==> config.mk <==
export PLATFORM = sky130hd
export DESIGN_NAME = approx_error_monitor
export DESIGN_NICKNAME = d
export VERILOG_FILES = /design/src/rtl/approx_error_monitor.sv
export SDC_FILE = /design/constraint.sdc
export NUM_CORES = 1
export LEC_CHECK = 0
export ABC_AREA = 1
export CAP_MARGIN = 20
export CORE_UTILIZATION = 45
export DETAILED_ROUTE_END_ITERATION = 8
export GPL_TIMING_DRIVEN = 0
export PLACE_DENSITY_LB_ADDON = 0.1
export SLEW_MARGIN = 5
export SYNTH_ARGS = -nofsm -noshare
export SYNTH_HDL_FRONTEND = slang
export SYNTH_SLANG_ARGS = --single-unit
export TNS_END_PERCENT = 100
==> constraint.sdc <==
create_clock -name clk -period 4.6 [get_ports clk]
set_clock_uncertainty 0.05 [all_clocks]
set_input_delay 0.46 -clock clk [delete_from_list [all_inputs] [get_ports clk]]
set_output_delay 0.46 -clock clk [all_outputs]
set_load 0.005 [all_outputs]
==> src/rtl/approx_error_monitor.sv <==
// approx_error_monitor: exhaustively sweeps a 2+2-bit approximate adder and reports error statistics.
// Ports: clk, rst (sync, active-high), start (begin sweep), dut_in[3:0] (adder operands b:a),
//        dut_out[2:0] (adder response), busy, done (1-cycle result pulse),
//        max_err[2:0], err_sum[6:0], viol_cnt[4:0], pass (max_err <= ET).
module approx_error_monitor #(
    parameter int ET     = 1,
    parameter int SETTLE = 1
) (
    input  logic       clk,
    input  logic       rst,
    input  logic       start,
    output logic [3:0] dut_in,
    input  logic [2:0] dut_out,
    output logic       busy,
    output logic       done,
    output logic [2:0] max_err,
    output logic [6:0] err_sum,
    output logic [4:0] viol_cnt,
    output logic       pass
);
    typedef enum logic [1:0] {IDLE, DRIVE, SAMPLE, DONE} state_t;
    state_t     state, nxt;
    logic [3:0] vec;
    logic [3:0] cnt;
    logic [2:0] exact;
    logic [2:0] err;
    logic       settled;
    always_comb begin
        exact   = {1'b0, dut_in[1:0]} + {1'b0, dut_in[3:2]};
        err     = exact >= dut_out ? exact - dut_out : dut_out - exact;
        settled = 32'(cnt) == SETTLE - 1;
    end
    always_ff @(posedge clk) begin
        if (rst) state <= IDLE;
        else     state <= nxt;
    end
    always_comb begin
        nxt = state == IDLE   ? (start ? DRIVE : IDLE) :
              state == DRIVE  ? (settled ? SAMPLE : DRIVE) :
              state == SAMPLE ? (vec == 4'd15 ? DONE : DRIVE) : IDLE;
    end
    always_comb begin
        busy   = state == DRIVE || state == SAMPLE;
        dut_in = busy ? vec : 4'd0;
    end
    // done is registered off the DONE state so it coincides with the updated pass flag.
    always_ff @(posedge clk) begin
        if (rst) begin
            vec      <= '0;
            cnt      <= '0;
            max_err  <= '0;
            err_sum  <= '0;
            viol_cnt <= '0;
            pass     <= 1'b0;
            done     <= 1'b0;
        end else begin
            done <= state == DONE;
            case (state)
                IDLE: if (start) begin
                    vec      <= '0;
                    cnt      <= '0;
                    max_err  <= '0;
                    err_sum  <= '0;
                    viol_cnt <= '0;
                end
                DRIVE: cnt <= settled ? 4'd0 : cnt + 4'd1;
                SAMPLE: begin
                    err_sum  <= err_sum + 7'(err);
                    max_err  <= err > max_err ? err : max_err;
                    viol_cnt <= 32'(err) > ET ? viol_cnt + 5'd1 : viol_cnt;
                    vec      <= vec == 4'd15 ? vec : vec + 4'd1;
                end
                default: pass <= 32'(max_err) <= ET;
            endcase
        end
    end
endmodule

==> run metrics, run 1 <==
post-synth top area share=29.49%; Ys Warns=0; flop2flop setup slack=0.95 ns; syn_nets=282; Pwr Density=206.4 nW/um2; die width=65.82 um; Static Leak=1.050 nW; worst flop-to-flop path startpoint=state[0]; endpoints failing setup=0; nets@finish=313; asr flop ratio synth=0%; Achievable Freq=274.2 MHz; DRC violations left=0; die height=65.82 um; Post-Synth Adder-Cell Area=17.61%; GPL Wtd Cong=0.7978; hold path cells=2; share of cells above drive strength 1=9.220%; R2R cell count=26; Peak VDD IR=0.0001446 V; largest cells by area after synthesis=dfxtp_1 (29%), ha_1 (14%), nand2_1 (11%); Post-Syn Instances=252; Post-synth EDFFs=0; Design Power=0.0004540 W; RSZ-0062 raised after global routing=false; initial core utilization=48.61%; Routed Antenna Nets=0; proportion of synthesized area in mux cells=0%; CP endpoint kind=register; flops & latches, synth=27; Clock Sinks=27; CTS tree=yes; root buffer selected by CTS=clkbuf_8; Worst Path Required=4.72 ns; largest net degree at the start of global routing=16; CP max-delay cell=fa_1; post-CTS setup buffer count=0; CP arrival=3.77 ns; Core Rows=22; GR Util All Layers=18.49%; crit-path leading delay family=adder cells; sequential-to-total area share from yosys stat=29.49%; Core ar.=3771 um2; XOR/XNOR Fraction of Synth Area=3.823%; CTS Buffer Depth=2; initial antenna violation count=0; Hold Startpoint=err_sum[0]; Cell variety after synth=30; CP Launch Type=register; Hold Buf Count CTS=0; total grt overflow=0; crit-path max FO=6; outcome=finished clean; Post-Synth Simple-Gate Area=27.51%; Vias=1,571; Die ar.=4332 um2; compound-gate portion of the synthesized area=10.85%; Max Slew Vio Count=0; clock transition at the registers of the reported paths=0.09 ns; pre-CTS setup slack=0.9412 ns; Hold Path End=err_sum[0]; first-pass GRT wire length=6.265 mm; cell taking the most area after synthesis=dfxtp_1; MaxCap Viol Count=0; post-DR wirelength/cell=10.62 um; via/cell ratio=4.761; Total Wirelength=3.506 mm; clk_lat worst skew=0.27 ns; Post-DP HPWL=2.841 mm; most used cell, CP=nand2_1; Gates resized, CTS repair=0; CTS buffer count=3; WHS=0.4480 ns; Worst-Margin Slew=0.6102 ns; fin crit share=79.28%; reg2reg end=max_err[2]; Port Buffers=26; fin crit period=3.647 ns; post-route setup TNS=0 ns; Synth Flop Type=dfxtp_1; vias in the first global route=1,492; synthesized area=1833 um2; antenna cells=0; H-tree depth=1; io pins=28; Core Util, Final=58.33%; main combinational cell family by area after synthesis=simple AND/OR/NAND/NOR gates; Buffers & Inverters on Critical Path=7; Largest stage delay, worst path=0.53 ns; TritonRoute pass-1 iters=4; WS Path Type=register to register; Max-slew headroom=58.89%; path category of the worst min-delay check=register to register; synthesized area per cell=7.274 um2; final hold violation count=0; Layout area overhead=20.00%; Worst Slack Setup Final=0.9530 ns; initial DRC count=35
## registers in the layout (all words and copies together), names as in the netlist
name / count
err_sum: 7
vec: 4
pass: 1
max_err: 3
done: 1
cnt: 4
state: 2
viol_cnt: 5
## synthesized netlist by cell type (5+ instances only)
library cell   n
inv_2          5
nand2_2        6
inv_1         44
dfxtp_1       27
nor2_1        19
nand3_1       14
a21oi_1       18
nand4_1        5
xor2_1         7
nand2_1       54
ha_1          21
o21ai_0        6
## stage by stage
step / cell area [um2] / instances
final: 2200 / 330
after global routing: 2200 / 330
after CTS: 2200 / 330
after detailed placement: 2153 / 326
after global placement: 2153 / 326
after floorplan: 1833 / 252
## metal layers
layer / wire, um / global-route usage [%] / share of wire (%) / vias to the layer above
li1: - / - / - / 855
met1: 1776 / 23.83 / 51 / 692
met4: 25 / 5.978 / 0.71 / 0
met5: 0 / 0 / 0 / -
met2: 1607 / 32.14 / 46 / 22
met3: 96 / 1.552 / 2.7 / 2
## cells in the final DEF (no fill, tap or decap), drive strengths merged
cell type and instances:
nand2 63, inv 49, dfxtp 27, clkdlybuf4s50 26, ha 21, nor2 20
a21oi 20, nand3 16, o21ai 9, xor2 7, nand4 5, clkbuf 5
fa 3, nand3b 2, buf 1, a211oi 1, o22ai 1, a21boi 1
nor3 1, a31oi 1, xnor2 1, nor3b 1, clkinv 1
## cell families after synthesis
| logic type | Yosys count |
|---|---|
| compound gates | 33 |
| buf+inv | 52 |
| simple gates | 108 |
| fa+ha+maj | 24 |
| flops | 27 |
| xor+xnor | 8 |
## power breakdown
group | internal (W) | switching (W) | total [W]
clock | 0.0000606 | 0.0000701 | 0.000131
sequential | 0.000238 | 0.00000413 | 0.000242
combinational | 0.0000312 | 0.0000505 | 0.0000816
## worst max-delay path by stage
stage,slack (ns),from,end,depth (start not counted)
2_1_floorplan,1.21,state[0],err_sum[4],21
3_3_place_gp,0.97,state[0],max_err[2],23
3_5_place_dp,0.94,state[0],max_err[2],26
4_1_cts,0.93,state[0],max_err[2],26
5_1_grt,0.62,state[0],err_sum[6],23
6_report,0.95,state[0],max_err[2],26
## worst min-delay path: stages (launching register included)
cell	delay [ns]
dfxtp_1	0.34
nand2_1	0.07
a21oi_1	0.05
## layout make-up
cell class,instances,area (um2)
multi-input combinational,173,1096
clock buffer,3,41.29
sequential,27,540.5
inverter,49,183.9
tap,48,60.06
timing repair buffer,26,260.3
fill,380,1572
clock inverter,1,5.005
buffer,3,12.51
Note: power is estimated with default switching activity, not from simulation.
==> inputs of run 2 (changes only) <==
==> constraint.sdc (replaced) <==
create_clock -name clk -period 3.65 [get_ports clk]
set_clock_uncertainty 0.05 [all_clocks]
set_input_delay 0.365 -clock clk [delete_from_list [all_inputs] [get_ports clk]]
set_output_delay 0.365 -clock clk [all_outputs]
set_load 0.005 [all_outputs]
==> run metrics, run 2 (synthesis results as in run 1) <==
post-DR wirelength/cell=10.81 um (was 10.62 um); initial core utilization=48.61% (unchanged); RSZ-0062 raised after global routing=true (was false); largest net degree at the start of global routing=16 (unchanged); routed wl met3=80 um (was 96 um); Total Wirelength=3.623 mm (was 3.506 mm); initial antenna violation count=0 (unchanged); die width=65.82 um (unchanged); Largest regs=err_sum x7, viol_cnt x5 (unchanged); DRT met1 WL=1.844 mm (was 1.776 mm); Vias=1,589 (was 1,571); worst flop-to-flop path startpoint=state[1] (was state[0]); Top reg by flops=err_sum (unchanged); crit-path max FO=6 (unchanged); fin crit period=3.455 ns (was 3.647 ns); Static Leak=1.075 nW (was 1.050 nW); outcome=finished clean (unchanged); cell area after layout=2307 um2 (was 2200 um2); MaxCap Viol Count=0 (unchanged); Fill cells=363 (was 380); fin crit share=94.66% (was 79.28%); Pwr Density=255.1 nW/um2 (was 206.4 nW/um2); commonest cells after routing, fill and taps aside=nand2_1 (52), inv_1 (37), clkdlybuf4s50_1 (26) (was nand2_1 (54), inv_1 (44), dfxtp_1 (27)); clk_lat worst skew=0.27 ns (about the same); GR Util All Layers=18.67% (was 18.49%); crit-path leading delay family=adder cells (unchanged); Post-DP HPWL=2.841 mm (unchanged); Achievable Freq=289.4 MHz (was 274.2 MHz); nets@finish=318 (was 313); final hold violation count=0 (unchanged); endpoints failing setup=0 (unchanged); path category of the worst min-delay check=register to register (unchanged); clock transition at the registers of the reported paths=0.10 ns (was 0.09 ns); Worst-Margin Slew=0.6098 ns (was 0.6102 ns); CP Launch Type=register (unchanged); Core Util, Final=61.18% (was 58.33%); total grt overflow=0 (unchanged); Largest stage delay, worst path=0.54 ns (was 0.53 ns); GPL Wtd Cong=0.7978 (unchanged); Core ar.=3771 um2 (unchanged); Max Slew Vio Count=0 (unchanged); reg2reg end=max_err[2] (unchanged); share of cells above drive strength 1=16.38% (was 9.220%); via/cell ratio=4.743 (was 4.761); CP arrival=3.58 ns (was 3.77 ns); H-tree depth=1 (unchanged); die height=65.82 um (unchanged); CTS Buffer Depth=2 (unchanged); most common cell after layout, fill and taps aside=nand2_1 (unchanged); Core Rows=22 (unchanged); R2R cell count=26 (unchanged); first-pass GRT wire length=6.320 mm (was 6.265 mm); TritonRoute pass-1 iters=4 (unchanged); io pins=28 (unchanged); initial DRC count=48 (was 35); antenna cells=0 (unchanged); CP endpoint kind=register (unchanged); Met2 Routed Length=1.673 mm (was 1.607 mm); Max Used Layer=met4 (unchanged); Worst Path Required=3.78 ns (was 4.72 ns); WS Path Type=register to register (unchanged); Layout area overhead=25.87% (was 20.00%); Peak VDD IR=0.0001820 V (was 0.0001446 V); vias in the first global route=1,496 (was 1,492); post-route setup TNS=0 ns (unchanged); root buffer selected by CTS=clkbuf_8 (unchanged); Hold Path End=err_sum[0] (unchanged); Die ar.=4332 um2 (unchanged); Buffers & Inverters on Critical Path=7 (unchanged); Routed Antenna Nets=0 (unchanged); Post-DP Area=2153 um2 (unchanged); max reg flops=7 (unchanged); Clock Sinks=27 (unchanged); CTS tree=yes (unchanged); CP max-delay cell=fa_1 (unchanged); Max-slew headroom=58.92% (was 58.89%); hold path cells=2 (unchanged); flop2flop setup slack=0.19 ns (was 0.95 ns); DRC violations left=0 (unchanged); Hold Startpoint=err_sum[0] (unchanged); CTS buffer count=3 (unchanged); Port Buffers=26 (unchanged); most used cell, CP=nand2_1 (unchanged)
-- run 2: how the worst max path moves through the flow --
stage / from / to / cells after the start
6_report: state[1] / max_err[2] / 26
5_1_grt: state[0] / max_err[2] / 26
4_1_cts: state[1] / max_err[2] / 26
3_5_place_dp: state[0] / max_err[2] / 26
3_3_place_gp: state[0] / max_err[2] / 23
2_1_floorplan: state[0] / err_sum[4] / 21
-- run 2: repair_timing --
item,CTS,global route
setup buffers,0,5
setup endpoints to repair,2,8
hold endpoints to repair,0,0
hold buffers,0,0
pin swaps,0,10
gates resized for setup,1,20
-- run 2: report_power, final --
| part | leakage (nW) | internal (W) | total, W | switching, W |
|---|---|---|---|---|
| Combinational | 0.830 | 0.0000483 | 0.000117 | 0.0000686 |
| Sequential | 0.220 | 0.000299 | 0.000304 | 0.00000527 |
| Clock | 0.0255 | 0.0000764 | 0.000167 | 0.0000911 |
-- run 2: tightest hold or removal path, cell delays in order (launching register included) --
cell	delay [ns]
dfxtp_1	0.34
nand2_1	0.07
a21oi_1	0.05
-- run 2: layout make-up --
type,count,area (um2),share of cell area (%)
Multi-Input combinational cell,173,1157,50.16
Inverter,49,183.9,7.972
Sequential cell,27,545.5,23.64
Tap cell,48,60.06,2.603
Clock buffer,3,41.29,1.790
Buffer,3,12.51,0.5423
Clock inverter,1,5.005,0.2169
Timing Repair Buffer,31,301.5,13.07
-- run 2: per-layer routing --
layer	vias up	GRT usage [%]
met1	705	24.05
met4	0	5.978
met3	2	1.552
met2	18	32.53
li1	864	-
met5	-	0
-- run 2: stage by stage --
stage          std cells  total power (W)  setup slack [ns]  hold WS, ns
6_report             335        0.0005886            0.1950       0.4480
3_3_place_gp         326        0.0004133           0.01678       0.4319
5_1_grt              335        0.0006250          -0.02241       0.4725
2_1_floorplan        252        0.0003828            0.2624       0.4105
3_5_place_dp         326        0.0004148         -0.008794       0.4378
4_1_cts              330        0.0005860           0.04815       0.4527
==> RTL edit (settings of run 1) <==
Put one more register stage on the output `viol_cnt`, with the module's reset. The value now appears one clock later. The other outputs are not delayed to match.
--- a/src/rtl/approx_error_monitor.sv
+++ b/src/rtl/approx_error_monitor.sv
@@ -19,6 +19,8 @@
     output logic       pass
 );
     typedef enum logic [1:0] {IDLE, DRIVE, SAMPLE, DONE} state_t;
+
+    logic [4:0] viol_cnt_s0;
     state_t     state, nxt;
     logic [3:0] vec;
     logic [3:0] cnt;
@@ -50,7 +52,7 @@
             cnt      <= '0;
             max_err  <= '0;
             err_sum  <= '0;
-            viol_cnt <= '0;
+            viol_cnt_s0 <= '0;
             pass     <= 1'b0;
             done     <= 1'b0;
         end else begin
@@ -61,18 +63,26 @@
                     cnt      <= '0;
                     max_err  <= '0;
                     err_sum  <= '0;
-                    viol_cnt <= '0;
+                    viol_cnt_s0 <= '0;
                 end
                 DRIVE: cnt <= settled ? 4'd0 : cnt + 4'd1;
                 SAMPLE: begin
                     err_sum  <= err_sum + 7'(err);
                     max_err  <= err > max_err ? err : max_err;
-                    viol_cnt <= 32'(err) > ET ? viol_cnt + 5'd1 : viol_cnt;
+                    viol_cnt_s0 <= 32'(err) > ET ? viol_cnt_s0 + 5'd1 : viol_cnt_s0;
                     vec      <= vec == 4'd15 ? vec : vec + 4'd1;
                 end
                 default: pass <= 32'(max_err) <= ET;
             endcase
         end
     end
+    always_ff @(posedge clk) begin
+        if (rst) begin
+            viol_cnt <= '0;
+        end else begin
+            viol_cnt <= viol_cnt_s0;
+        end
+    end
+
 endmodule
 
Check against the original RTL: not equivalent (a bounded check fails within 4 cycles, from zero or initial values and one cycle with rst high).
==> RTL edit against run 1 <==
Sequential cell count is 5 higher; total power is 35% higher; global-route usage increased by 0.56 points; wire length is 6.8% higher; area after synthesis up 5.1%; design area increased by 7.1%; critical path depth down 6; worst setup slack got worse by 0.060 ns; critical path type unchanged; largest power group unchanged; highest routed layer unchanged.
==> RTL edit: results (changes against run 1) <==
metric	value	unit	change
cp.arrival	3.80	ns	+0.03 ns
grt_util_all_layers	19.0	%	+0.56 points
dpl.hpwl	2960	microns	+4.2%
grt_pass1_wl	6330	microns	+1.1%
power_frac_seq	45.9	%	-7.3 points
p_sw	149	uW	+20%
whs_endpoint	viol_cnt[4]$_SDFF_PP0_		
clk_pin_slew_worst_paths	0.07	ns	-0.02 ns
top_regs	err_sum x7, viol_cnt x5, viol_cnt_s0 x5		
wire_per_inst	10.8	microns	+1.6%
viasPerCell	4.73		-0.66%
p_leak	0.00107	uW	+1.9%
synth.distinct_cells	27		-10%
layout-drive-gt1-share	10.1	%	+0.88 points
hold_path.startpoint	viol_cnt_s0[4]$_SDFFE_PP0P_		
critical_path.max_stage_delay	0.53	ns	about the same
synth_common_cells	53 x nand2_1, 46 x inv_1, 32 x dfxtp_1, 23 x nor2_1, 21 x ha_1		
ctsLongestPathBuffers	2		unchanged
syn_avg_cell_area	7.32	sq um	+0.66%
synthesis.nets	293		+3.9%
holdWs	0.396	ns	-0.0520 ns
drt_iter0_drc	57		+63%
synth_area_leaders	dfxtp_1 33%, ha_1 14%, nand2_1 10%		
fin_nets	326		+4.2%
fillers	390		+2.6%
worstRegToRegCells	20		-23%
gr-usage-met1	23.1	%	-0.70 points
grt_util_met3	5.57	%	+4.0 points
comb-power	66.1	uW	-19%
num_vias	1641		+4.5%
cp_max_fo	5		-1
slew_headroom	63.8	%	+4.9 points
htreeDepth	2		+1
first_global_vias	1467		-1.7%
clockRootBuffer	clkbuf_8		
place_area	2250	sq um	+4.4%
numPortBuffers	26		unchanged
pwr_density_cell	260	nW/um^2	+26%
grt_max_degree	11		-5
place_inst	339		+4.0%
status	completed		
routabilityCongestion	0.743		-6.9%
vdd_drop_max	0.000145	V	+0.13%
cts_buffers	5		+2
pg_seq	281	uW	+16%
seq_area_frac_synth	33.3	%	+3.8 points
use_met2	31.9	%	-0.27 points
path_delay_family	adder cells		
pre_cts_ws	0.920	ns	-0.0217 ns
antennaDiodeCount	0		unchanged
worst-r2r-setup-slack	0.89	ns	-0.06 ns
## RTL edit: per-layer routing
metal	share of wire, %	routed length (microns)
met1	49	1850
met2	45	1690
met3	4.1	154
met4	1.4	51
met5	0	0
## RTL edit: logic make-up after synthesis
group           share of synthesized area (%)
simple gates                             27.4
buf+inv                                  10.9
compound gates                           9.49
flops                                    33.3
fa+ha+maj                                16.8
xor+xnor                                 2.27
## RTL edit: area by class of cell
class | instances | area share, %
Multi-Input combinational cell | 176 | 45.7
Sequential cell | 32 | 27.2
Timing Repair Buffer | 26 | 11.0
Inverter | 53 | 8.55
Clock buffer | 6 | 3.08
Tap cell | 50 | 2.66
Clock inverter | 2 | 1.49
Buffer | 2 | 0.319
## RTL edit: worst min-delay path, stage by stage, from the launching register on
cell     delay [ns]
dfxtp_1        0.33
inv_1          0.05
nor2_1         0.03
